==> src/rtl/syscall_unit_if.sv <==
// Bus between the CPU datapath (register read ports, PC enable, display) and syscall_unit.
interface syscall_unit_if;
  logic        syscall;
  logic [31:0] v0;
  logic [31:0] a0;
  logic        pc_en;
  logic [31:0] disp_data;
  logic        disp_valid;
  logic [15:0] print_cnt;
  logic        halted;

  modport master (
    output syscall, v0, a0,
    input  pc_en, disp_data, disp_valid, print_cnt, halted
  );

  modport slave (
    input  syscall, v0, a0,
    output pc_en, disp_data, disp_valid, print_cnt, halted
  );
endinterface

==> src/rtl/syscall_unit.sv <==
// Syscall responder: prints $a0 on PRINT_CODE, otherwise halts the PC until Go is pressed.
// Optional Go debounce filter enabled by defining SYSCALL_GO_DEBOUNCE_EN.
module syscall_unit #(
  parameter logic [31:0] PRINT_CODE      = 32'h0000_0022,
  parameter int unsigned DEBOUNCE_CYCLES = 16
) (
  input  logic           clk,
  input  logic           rst_n,
  input  logic           go,
  syscall_unit_if.slave  bus
);

  typedef enum logic [1:0] {RUN, HALT, RESUME} state_e;

  generate
    if (DEBOUNCE_CYCLES < 1 || DEBOUNCE_CYCLES > 65535) begin : g_bad_debounce
      $error("DEBOUNCE_CYCLES out of range 1..65535");
    end
  endgenerate

  state_e      state_q, state_d, eval_state;
  logic [31:0] disp_data_q, disp_data_d;
  logic        disp_valid_q, disp_valid_d;
  logic [15:0] print_cnt_q, print_cnt_d;
  logic        halted_q, halted_d;
  logic        go_s1_q, go_s2_q, go_prev_q;
  logic        go_lvl, go_pulse, pc_en;
  logic        is_print, is_halt;

`ifdef SYSCALL_GO_DEBOUNCE_EN
  localparam logic [15:0] DB_LAST = 16'(DEBOUNCE_CYCLES - 1);
  logic        go_filt_q, go_filt_d;
  logic [15:0] db_cnt_q, db_cnt_d;

  // Any return of the synchronized level to the filtered level restarts the count.
  always_comb begin
    go_filt_d = go_filt_q;
    db_cnt_d  = '0;
    if (go_s2_q != go_filt_q) begin
      if (db_cnt_q == DB_LAST) begin
        go_filt_d = go_s2_q;
      end else begin
        db_cnt_d = db_cnt_q + 16'd1;
      end
    end
  end

  always_ff @(posedge clk) begin
    if (!rst_n) begin
      go_filt_q <= 1'b0;
      db_cnt_q  <= '0;
    end else begin
      go_filt_q <= go_filt_d;
      db_cnt_q  <= db_cnt_d;
    end
  end

  assign go_lvl = go_filt_q;
`else
  assign go_lvl = go_s2_q;
`endif

  assign go_pulse = go_lvl & ~go_prev_q;
  assign is_print = bus.syscall && (bus.v0 == PRINT_CODE);
  assign is_halt  = bus.syscall && (bus.v0 != PRINT_CODE);

  // pc_en follows the RUN equation while reset is asserted, whatever the state.
  assign eval_state = rst_n ? state_q : RUN;

  always_comb begin
    state_d      = state_q;
    disp_data_d  = disp_data_q;
    disp_valid_d = 1'b0;
    print_cnt_d  = print_cnt_q;
    pc_en        = 1'b1;
    unique case (eval_state)
      RUN: begin
        pc_en = ~is_halt;
        if (is_print) begin
          disp_data_d  = bus.a0;
          disp_valid_d = 1'b1;
          print_cnt_d  = print_cnt_q + 16'd1;
        end
        if (is_halt) state_d = HALT;
      end
      HALT: begin
        pc_en = 1'b0;
        if (go_pulse) state_d = RESUME;
      end
      RESUME: begin
        pc_en   = 1'b1;
        state_d = RUN;
      end
      default: begin
        pc_en   = 1'b1;
        state_d = RUN;
      end
    endcase
    halted_d = (state_d == HALT);
  end

  always_ff @(posedge clk) begin
    if (!rst_n) begin
      state_q      <= RUN;
      disp_data_q  <= '0;
      disp_valid_q <= 1'b0;
      print_cnt_q  <= '0;
      halted_q     <= 1'b0;
      go_s1_q      <= 1'b0;
      go_s2_q      <= 1'b0;
      go_prev_q    <= 1'b0;
    end else begin
      state_q      <= state_d;
      disp_data_q  <= disp_data_d;
      disp_valid_q <= disp_valid_d;
      print_cnt_q  <= print_cnt_d;
      halted_q     <= halted_d;
      go_s1_q      <= go;
      go_s2_q      <= go_s1_q;
      go_prev_q    <= go_lvl;
    end
  end

  assign bus.pc_en      = pc_en;
  assign bus.disp_data  = disp_data_q;
  assign bus.disp_valid = disp_valid_q;
  assign bus.print_cnt  = print_cnt_q;
  assign bus.halted     = halted_q;

endmodule
==> src/flat_wrapper.sv <==
// flat-port wrapper written by rule: the top's interface ports become plain ports
module syscall_unit_flat 
#(
  parameter logic [31:0] PRINT_CODE      = 32'h0000_0022,
  parameter int unsigned DEBOUNCE_CYCLES = 16
)
  (clk, rst_n, go, bus_syscall, bus_v0, bus_a0, bus_pc_en, bus_disp_data, bus_disp_valid, bus_print_cnt, bus_halted);
  syscall_unit_if bus_i ();
  input  logic clk;
  input  logic rst_n;
  input  logic go;
  input wire logic [$bits(bus_i.syscall)-1:0] bus_syscall;
  input wire logic [$bits(bus_i.v0)-1:0] bus_v0;
  input wire logic [$bits(bus_i.a0)-1:0] bus_a0;
  output wire logic [$bits(bus_i.pc_en)-1:0] bus_pc_en;
  output wire logic [$bits(bus_i.disp_data)-1:0] bus_disp_data;
  output wire logic [$bits(bus_i.disp_valid)-1:0] bus_disp_valid;
  output wire logic [$bits(bus_i.print_cnt)-1:0] bus_print_cnt;
  output wire logic [$bits(bus_i.halted)-1:0] bus_halted;
  assign bus_i.syscall = bus_syscall;
  assign bus_i.v0 = bus_v0;
  assign bus_i.a0 = bus_a0;
  assign bus_pc_en = bus_i.pc_en;
  assign bus_disp_data = bus_i.disp_data;
  assign bus_disp_valid = bus_i.disp_valid;
  assign bus_print_cnt = bus_i.print_cnt;
  assign bus_halted = bus_i.halted;
  syscall_unit #(.PRINT_CODE(PRINT_CODE), .DEBOUNCE_CYCLES(DEBOUNCE_CYCLES)) u_core (.clk(clk), .rst_n(rst_n), .go(go), .bus(bus_i));
endmodule
==> config.mk <==
export PLATFORM = sky130hd
export DESIGN_NAME = syscall_unit_flat
export DESIGN_NICKNAME = d
export VERILOG_FILES = /design/src/rtl/syscall_unit_if.sv /design/src/rtl/syscall_unit.sv /design/src/flat_wrapper.sv
export SDC_FILE = /design/constraint.sdc
export NUM_CORES = 1
export LEC_CHECK = 0
export ABC_AREA = 0
export CORE_MARGIN = 3
export CORE_UTILIZATION = 43
export CTS_BUF_LIST = sky130_fd_sc_hd__clkbuf_8
export CTS_CLUSTER_DIAMETER = 40
export CTS_CLUSTER_SIZE = 14
export DETAILED_ROUTE_END_ITERATION = 8
export PLACE_DENSITY = 0.82
export SYNTH_ARGS = -nofsm -noshare
export SYNTH_HDL_FRONTEND = slang
export SYNTH_SLANG_ARGS = --single-unit
==> constraint.sdc <==
create_clock -name clk -period 2 [get_ports clk]
set_input_delay 0.2 -clock clk [delete_from_list [all_inputs] [get_ports clk]]
set_output_delay 0.2 -clock clk [all_outputs]
set_load 0.05 [all_outputs]
### Yosys cells after proc, flatten, opt, wreduce, memory -nomap -nowiden

Cells that the tools add are included.
W data, S select, Z words.

| operators by class | value |
|---|---|
| $add $sub $neg | 1 |
| equal/unequal tests | 4 |
| mux-type cells | 6 |
| bitwise operators | 3 |
| reduce and logical (&&, ||, !) cells | 5 |

Operator list:

| operator | number |
|---|---|
| $eq A32 B6 Y1 const B | 1 |
| $ne A32 B6 Y1 const B | 1 |
| $add A16 B1 Y16 const B | 1 |
| $mux W2 | 3 |
| $eq A2 B1 Y1 const B | 2 |
| $pmux W2 S2 | 1 |
| $reduce_and A2 Y1 | 2 |
| $logic_and A1 B1 Y1 | 2 |
| $logic_not A2 Y1 | 1 |
| $not A1 Y1 | 2 |
| $pmux W1 S2 | 1 |
| $and A1 B1 Y1 | 1 |
| $mux W1 | 1 |

| storage, ports and cells | value |
|---|---|
| register bits after elaboration | 55 |
| bits of input ports | 68 |
| output and inout bits | 51 |
| word-level logic and storage cells | 27 |

### Longest topological paths before layout

Gate-level depths: netlist of run 1.

| logic depth | value |
|---|---|
| depth in word-level cells | 5 |
| depth in mapped cells | 6 |
| gate-level depth less buffers | 5 |

### Worst setup path after synthesis of run 1

Ideal clock, no wire load.

| timing path | value |
|---|---|
| path type | flip-flop to flip-flop |
| start | register u_core.print_cnt_q[2] (netlist: u_core.bus.print_cnt[2]) |
| end | register u_core.print_cnt_q[9] (netlist: u_core.bus.print_cnt[9]) |
| setup time | 0.072 ns |
| arrival time | 1.741 ns |
| required time | 1.928 ns |
| path slack | 0.188 ns |
| cell stages (with the launch flop) | 6 |
| buffers on the path | 1 |
| period minus slack after synthesis | 1.812 ns |
| path through | dfxtp_1 -> and3_1 -> clkbuf_1 -> nand3_1 -> nor4_2 -> mux2i_1 |

| between the ends | value |
|---|---|
| cells in the longest elaborated chain, start to end | 1 |

RTL lines:

| item | line | RTL |
|---|---|---|
| from (decl) | syscall_unit.sv:24 | `logic [15:0] print_cnt_q, print_cnt_d;` |
| from (signal assigned) | syscall_unit.sv:116 | `print_cnt_q <= print_cnt_d;` |
| $add A16 B1 Y16 | syscall_unit.sv:82 | `print_cnt_d = print_cnt_q + 16'd1;` |

No other way between the ends.
A chain may end at the register's enable or synchronous reset.

### Worst setup path in the final report of run 1

| timing path | value |
|---|---|
| start | input port bus_v0[0] |
| end | output port bus_pc_en |

| between the ends | value |
|---|---|
| cells in the longest elaborated chain, start to end | 4 |

RTL lines:

| item | line | RTL |
|---|---|---|
| from (decl) | flat_wrapper.sv:13 | `input wire logic [$bits(bus_i.v0)-1:0] bus_v0;` |
| $ne A32 B6 Y1 | syscall_unit.sv:65 | `assign is_halt = bus.syscall && (bus.v0 != PRINT_CODE);` |
| $logic_and A1 B1 Y1 | syscall_unit.sv:65 |  |
| $not A1 Y1 | syscall_unit.sv:78 | `pc_en = ~is_halt;` |
| $pmux W1 S2 | syscall_unit.sv:76 | `unique case (eval_state)` |
| to (decl) | flat_wrapper.sv:15 | `output wire logic [$bits(bus_i.pc_en)-1:0] bus_pc_en;` |

No other way between the ends.

==> results.cfg, run 1 <==
[outcome]
status = finished, final reports clean

[sta]
fin_crit_ps = 1886
skew_ps = 8.205
setup_violations = 0
fin_crit_sh_pct = 94.31
max_freq_ghz = 0.5302
slew_headroom_pct = 64.08
finalHoldViolCount = 0
worstMarginPinSlew_ps = 537.2
rsz0062_at_grt = false
slew_viol_final = 0
final.setup.worst_slack_ps = 113.9

[worst_setup_path]
r2r_start = u_core.bus.print_cnt[0]
critPathMaxFanout = 3
reg2reg_slack_ps = 370
cp-start-kind = input pin
regToRegEndpoint = u_core.bus.print_cnt[10]
end_kind = output port
worstPathRequired_ps = 1800
reg2reg_depth = 5
arrival_ps = 1690
crit_type = in2out

[pwr]
powerDensity_nw_per_um2 = 515.0
p_leak_uw = 0.001431
vdd.ir_drop.worst_mv = 0.3264

[worst_hold_path]
whs_endpoint = u_core.state_q[1]
hold_start = u_core.go_prev_q
holdPathStages = 1
hold_class = reg2reg

[synth]
ys_ff_latch = 55
synth_warnings = 0
yosysTopAreaCell = dfxtp_1
ys_types = 30
synth_area_sq_um = 2686
syn_nets = 350
synth_area_leaders = dfxtp_1, mux2i_1, nand2_1, nor4_2, nand2b_1
syn-instance-count = 281
seq_area_frac_synth_pct = 40.99
yosysTopAreaCellShare_pct = 40.99
avgSynthCellArea_sq_um = 9.560

[clock_network]
cts_max_level = 2
clk_pin_slew_ps = 90
cts.sinks = 55
cts_root_buf = clkbuf_8
tritoncts = done
hold_buffers = 0
ctsLongestPathBuffers = 2
clk_latency_ps = 300
numCtsBuffers = 5

[placed_design]
dp_hpwl_um = 4811
placed_cells = 468
gp_congestion = 0.8310
portBuffers = 118
pre_cts_slack_ps = -138.5

[route]
vias = 2408
drt-pass1-iter-count = 4
ant_nets = 0
wl_met2_um = 3082
routed_wl_um = 6415
maxUsedRoutingLayer = met4
drt-met1-wl_um = 2493
dr_wl_met3_um = 782
drc = 0
drt_iter0_markers = 69
wl_per_cell_um = 13.45
viasPerCell = 5.048

[floorplanning]
ios = 119
initial_core_util_pct = 44.84
die_height_um = 85.04
num_rows = 28
core-area_sq_um = 5991
dieArea_sq_um = 7232
die_w_um = 85.04

[job]
max_cap_violations = 0

[global_route]
grt_pass1_wl_um = 10850
grt_pass1_vias = 2401
overflow = 0
antenna_found_initial = 0
globalRouteTotalUtil_pct = 18.11
grt_max_degree = 104

[finish]
fillers = 501
fin_cells = 477
seqCellArea_sq_um = 1101
syn_to_final_growth_pct = 52.40
drive_above_1_share_pct = 11.19
multi_input_area_sq_um = 1445
antenna-diode-count = 0
fin_util_pct = 68.34
layout.nets = 470
[state kept, by name, indices dropped and copies added (netlist names)]
| name | flops |
|---|---|
| u_core.state_q | 2 |
| u_core.go_prev_q | 1 |
| u_core.bus.disp_data | 32 |
| u_core.bus.print_cnt | 16 |
| u_core.go_s1_q | 1 |
| u_core.bus.halted | 1 |
| u_core.go_lvl | 1 |
| u_core.bus.disp_valid | 1 |
[power by group]
part | internal [uW] | switching, uW | leakage [uW]
clock | 405 | 345 | 0.0000612
combinational | 155 | 99.6 | 0.000926
sequential | 1100 | 3.24 | 0.000444
[how the worst max path moves through the flow]
stage | from | end | slack [ps] | cells past startpoint
global route | u_core.bus.print_cnt[0] | bus_print_cnt[0] | 60 | 1
finish | bus_v0[0] | bus_pc_en | 110 | 6
global placement | bus_v0[25] | u_core.bus.disp_data[7] | -70 | 7
floorplan | u_core.bus.print_cnt[2] | u_core.bus.print_cnt[9] | 190 | 5
detailed placement | bus_v0[25] | u_core.bus.disp_data[24] | -140 | 7
CTS | bus_v0[0] | bus_pc_en | 10 | 6
[critical path: stages]
cell and delay, ps:
clkdlybuf4s50_1 450, nor4b_4 350, nand4_4 150, o21ai_2 190, a22o_1 190, buf_12 140
[logic make-up after synthesis]
family,after synthesis,share of synthesized area (%)
AOI/OAI and AO/OA,7,2.143
and+or+nand+nor,150,33.30
muxes,47,17.51
DFF,55,40.99
adders and majority gates,1,0.4657
buffers and inverters,21,5.589
[placed cells by master (no fill, tap or decap), drive strengths merged, types with 3 or more instances in the layout]
cell	netlist	final
and2	5	5
and3	3	3
buf	10	16
clkbuf	9	6
clkdlybuf4s50	0	116
dfxtp	55	55
mux2i	47	47
nand2	84	84
nand2b	15	15
nand3	10	10
nand4	7	7
nor4	19	19
nor4b	3	3
[what timing repair did]
action,4_1_cts,5_1_grt
setup buffers,0,2
setup endpoints to repair,1,1
pin swaps,0,3
resized for setup,2,0
[Yosys cell counts, drive strengths merged]
cell type	number
o311ai	1
inv	2
o21ai	2
ha	1
nand2b	15
dfxtp	55
nor2	1
buf	10
and2	5
clkbuf	9
nor4b	3
and4	2
and3	3
nor4	19
nand2	84
nand3	10
a22o	1
nor3	1
a221oi	2
nand4	7
o41ai	1
mux2i	47
[layer usage]
| metal | vias up | GRT usage, % |
|---|---|---|
| met1 | 1094 | 20.45 |
| li1 | 1210 | - |
| met3 | 6 | 7.670 |
| met2 | 98 | 31.57 |
| met4 | 0 | 4.317 |
| met5 | - | 0 |
[layout make-up]
cell class | count | share of cell area, %
tap | 75 | 2.292
clock buffer | 6 | 2.017
clock inverter | 2 | 0.8557
timing repair buffer | 132 | 32.46
inverter | 2 | 0.1834
multi-input combinational | 205 | 35.30
sequential | 55 | 26.89
[metrics by stage]
step	TNS (ps)	power [uW]	hold WS, ps	cell area [sq um]
global placement	-1903	1379	404.7	3965
detailed placement	-4092	1384	418.9	3965
global route	0	2207	420.2	4094
floorplan	0	1211	327.3	2686
finish	0	2108	434.3	4094
CTS	0	2135	431.4	4086
Power figures use the tool's default switching activity.
==> run 2, diff against run 1 <==
Settings changed: CORE_MARGIN 3 to default.
==> run 2 against run 1 <==
Effect of this change:
- utilization is 0.67 points lower
- highest routed layer unchanged
- worst setup slack worse by 7.4 ps
- cell area is 0.98% lower
- cell count is 0.63% lower
- sequential share of layout area is 0.27 points higher
- via count is 0.17% lower
- die area is 9.2% lower
- combinational power hardly changed
- worst hold slack better by 8.1 ps
- routed wire length is 4.6% lower
- global-route usage is 0.93 points higher
- clock power is 13% lower
==> results.cfg, run 2 (synthesis gave the netlist of run 1 again) <==
[outcome]
status = finished, final reports clean

[clock_network]
ctsLongestPathBuffers = 2
tritoncts = done
cts_max_level = 2
cts.sinks = 55
clk_pin_slew_ps = 90
numCtsBuffers = 5
cts_root_buf = clkbuf_8
clk_latency_ps = 300

[route]
drc = 0
drt-pass1-iter-count = 4
routed_wl_um = 6119
wl_per_cell_um = 12.91
vias = 2404
viasPerCell = 5.072
ant_nets = 0
drt_iter0_markers = 115

[finish]
antenna-diode-count = 0
layout.nets = 467
final_common_cell = clkdlybuf4s50_1
drive_above_1_share_pct = 10.28
fillers = 468
finalInstanceArea_sq_um = 4054
fin_cells = 474
syn_to_final_growth_pct = 50.91
largest_reg_flops = 32
fin_util_pct = 67.67
final_cell_mix = clkdlybuf4s50_1, nand2_1, dfxtp_1

[worst_hold_path]
holdPathStages = 3
hold_class = in2reg
hold_start = bus_a0[22]

[sta]
fin_crit_sh_pct = 94.68
slew_headroom_pct = 65.17
setup_tns_ps = 0
fin_crit_ps = 1894
final.setup.worst_slack_ps = 106.4
slew_viol_final = 0
skew_ps = 9.055
worstMarginPinSlew_ps = 520.8
setup_violations = 0
max_freq_ghz = 0.5281
rsz0062_at_grt = false
finalHoldViolCount = 0

[pwr]
vdd.ir_drop.worst_mv = 0.4291
power_frac_clock_pct = 32.4
pwr-share-comb_pct = 12.7
powerDensity_nw_per_um2 = 495.8
p_leak_uw = 0.001412
switching_power_uw = 442.9
p_int_uw = 1567
swShare_pct = 22.04
p_seq_share_pct = 54.9

[floorplanning]
ios = 119
core-area_sq_um = 5991
num_rows = 28
dieArea_sq_um = 6567
die_height_um = 81.04
initial_core_util_pct = 44.84
die_w_um = 81.04

[worst_setup_path]
crit_chain = clkdlybuf4s50_1 > nor4_4 > nand4_4 > o21ai_2 > a22o_1 > buf_12
r2r_start = u_core.bus.print_cnt[0]
cp-start-kind = input pin
critPathMaxFanout = 3
cp-startpoint = bus_v0[10]
cp_num_buf_inv = 2
crit_type = in2out
regToRegEndpoint = u_core.bus.print_cnt[8]
crit_path_end = bus_pc_en
arrival_ps = 1690
cp_num_cells = 6
cpPeakStageDelay_ps = 440
critPathSlowestCell = clkdlybuf4s50_1
worstPathRequired_ps = 1800
reg2reg_depth = 5
critical-path-top-delay-family = buffers and inverters
reg2reg_slack_ps = 370
end_kind = output port

[global_route]
overflow = 0
grt_pass1_vias = 2310
grt_max_degree = 104
antenna_found_initial = 0
grt_pass1_wl_um = 9735
globalRouteTotalUtil_pct = 19.04

[placed_design]
gp_congestion = 0.7834
placed_cell_area_sq_um = 3943
dp_hpwl_um = 4540
placed_cells = 465
pre_cts_slack_ps = -108.5
portBuffers = 118

[job]
max_cap_violations = 0
==> run 2: cell count changes in the layout (fill, tap and decap cells not counted) <==
cell | before | now
inv_1 | 2 | 3
bufinv_16 | 1 | 0
clkinv_2 | 1 | 0
buf_4 | 11 | 8
clkbuf_8 | 6 | 7
==> run 2: layer usage <==
metal / share of wire [%] / GRT usage, % / wire length, um
met4: 1.1 / 6.607 / 68
met3: 12 / 7.303 / 754
met5: 0 / 0 / 0
met1: 39 / 20.17 / 2408
met2: 47 / 34.20 / 2888
==> run 2: worst min path at each step <==
stage	to	slack [ps]
final	u_core.bus.disp_data[22]	440
after global routing	u_core.bus.disp_data[22]	440
after CTS	u_core.bus.disp_data[22]	430
after detailed placement	u_core.state_q[1]	430
after global placement	u_core.state_q[1]	410
after floorplan	u_core.go_s1_q	330
==> run 2: metrics by stage <==
stage / total power, uW / hold WS [ps]
2_1_floorplan: 1211 / 327.3
3_3_place_gp: 1380 / 409.1
3_5_place_dp: 1385 / 430.8
4_1_cts: 2038 / 433.1
5_1_grt: 2090 / 437.9
6_report: 2010 / 442.4
==> run 2: timing repair <==
action | in CTS | in global routing
hold buffers | 0 | 0
endpoints found under the setup margin | 1 | 1
buffers inserted | 1 | 0
pin swaps | 1 | 0
resized for setup | 1 | 1
==> run 2: tightest hold or removal path, stage by stage <==
cell and delay, ps:
clkdlybuf4s50_1 400, nand2_1 50, mux2i_1 50
==> run 2: area by class of cell <==
| class | count | area [sq um] | area share, % |
|---|---|---|---|
| multi-input combinational | 205 | 1445 | 35.65 |
| clock inverter | 1 | 3.754 | 0.09259 |
| tap | 75 | 93.84 | 2.315 |
| clock buffer | 7 | 96.34 | 2.377 |
| inverter | 2 | 7.507 | 0.1852 |
| sequential | 55 | 1101 | 27.16 |
| timing repair buffer | 129 | 1306 | 32.22 |
==> run 2: power by group through the flow <==
stage,clock [uW],combinational [uW],sequential [uW]
after floorplan,0,77.4,1130
after CTS,677,257,1100
after detailed placement,0,256,1130
final,652,255,1100
after global routing,710,276,1100
after global placement,0,251,1130
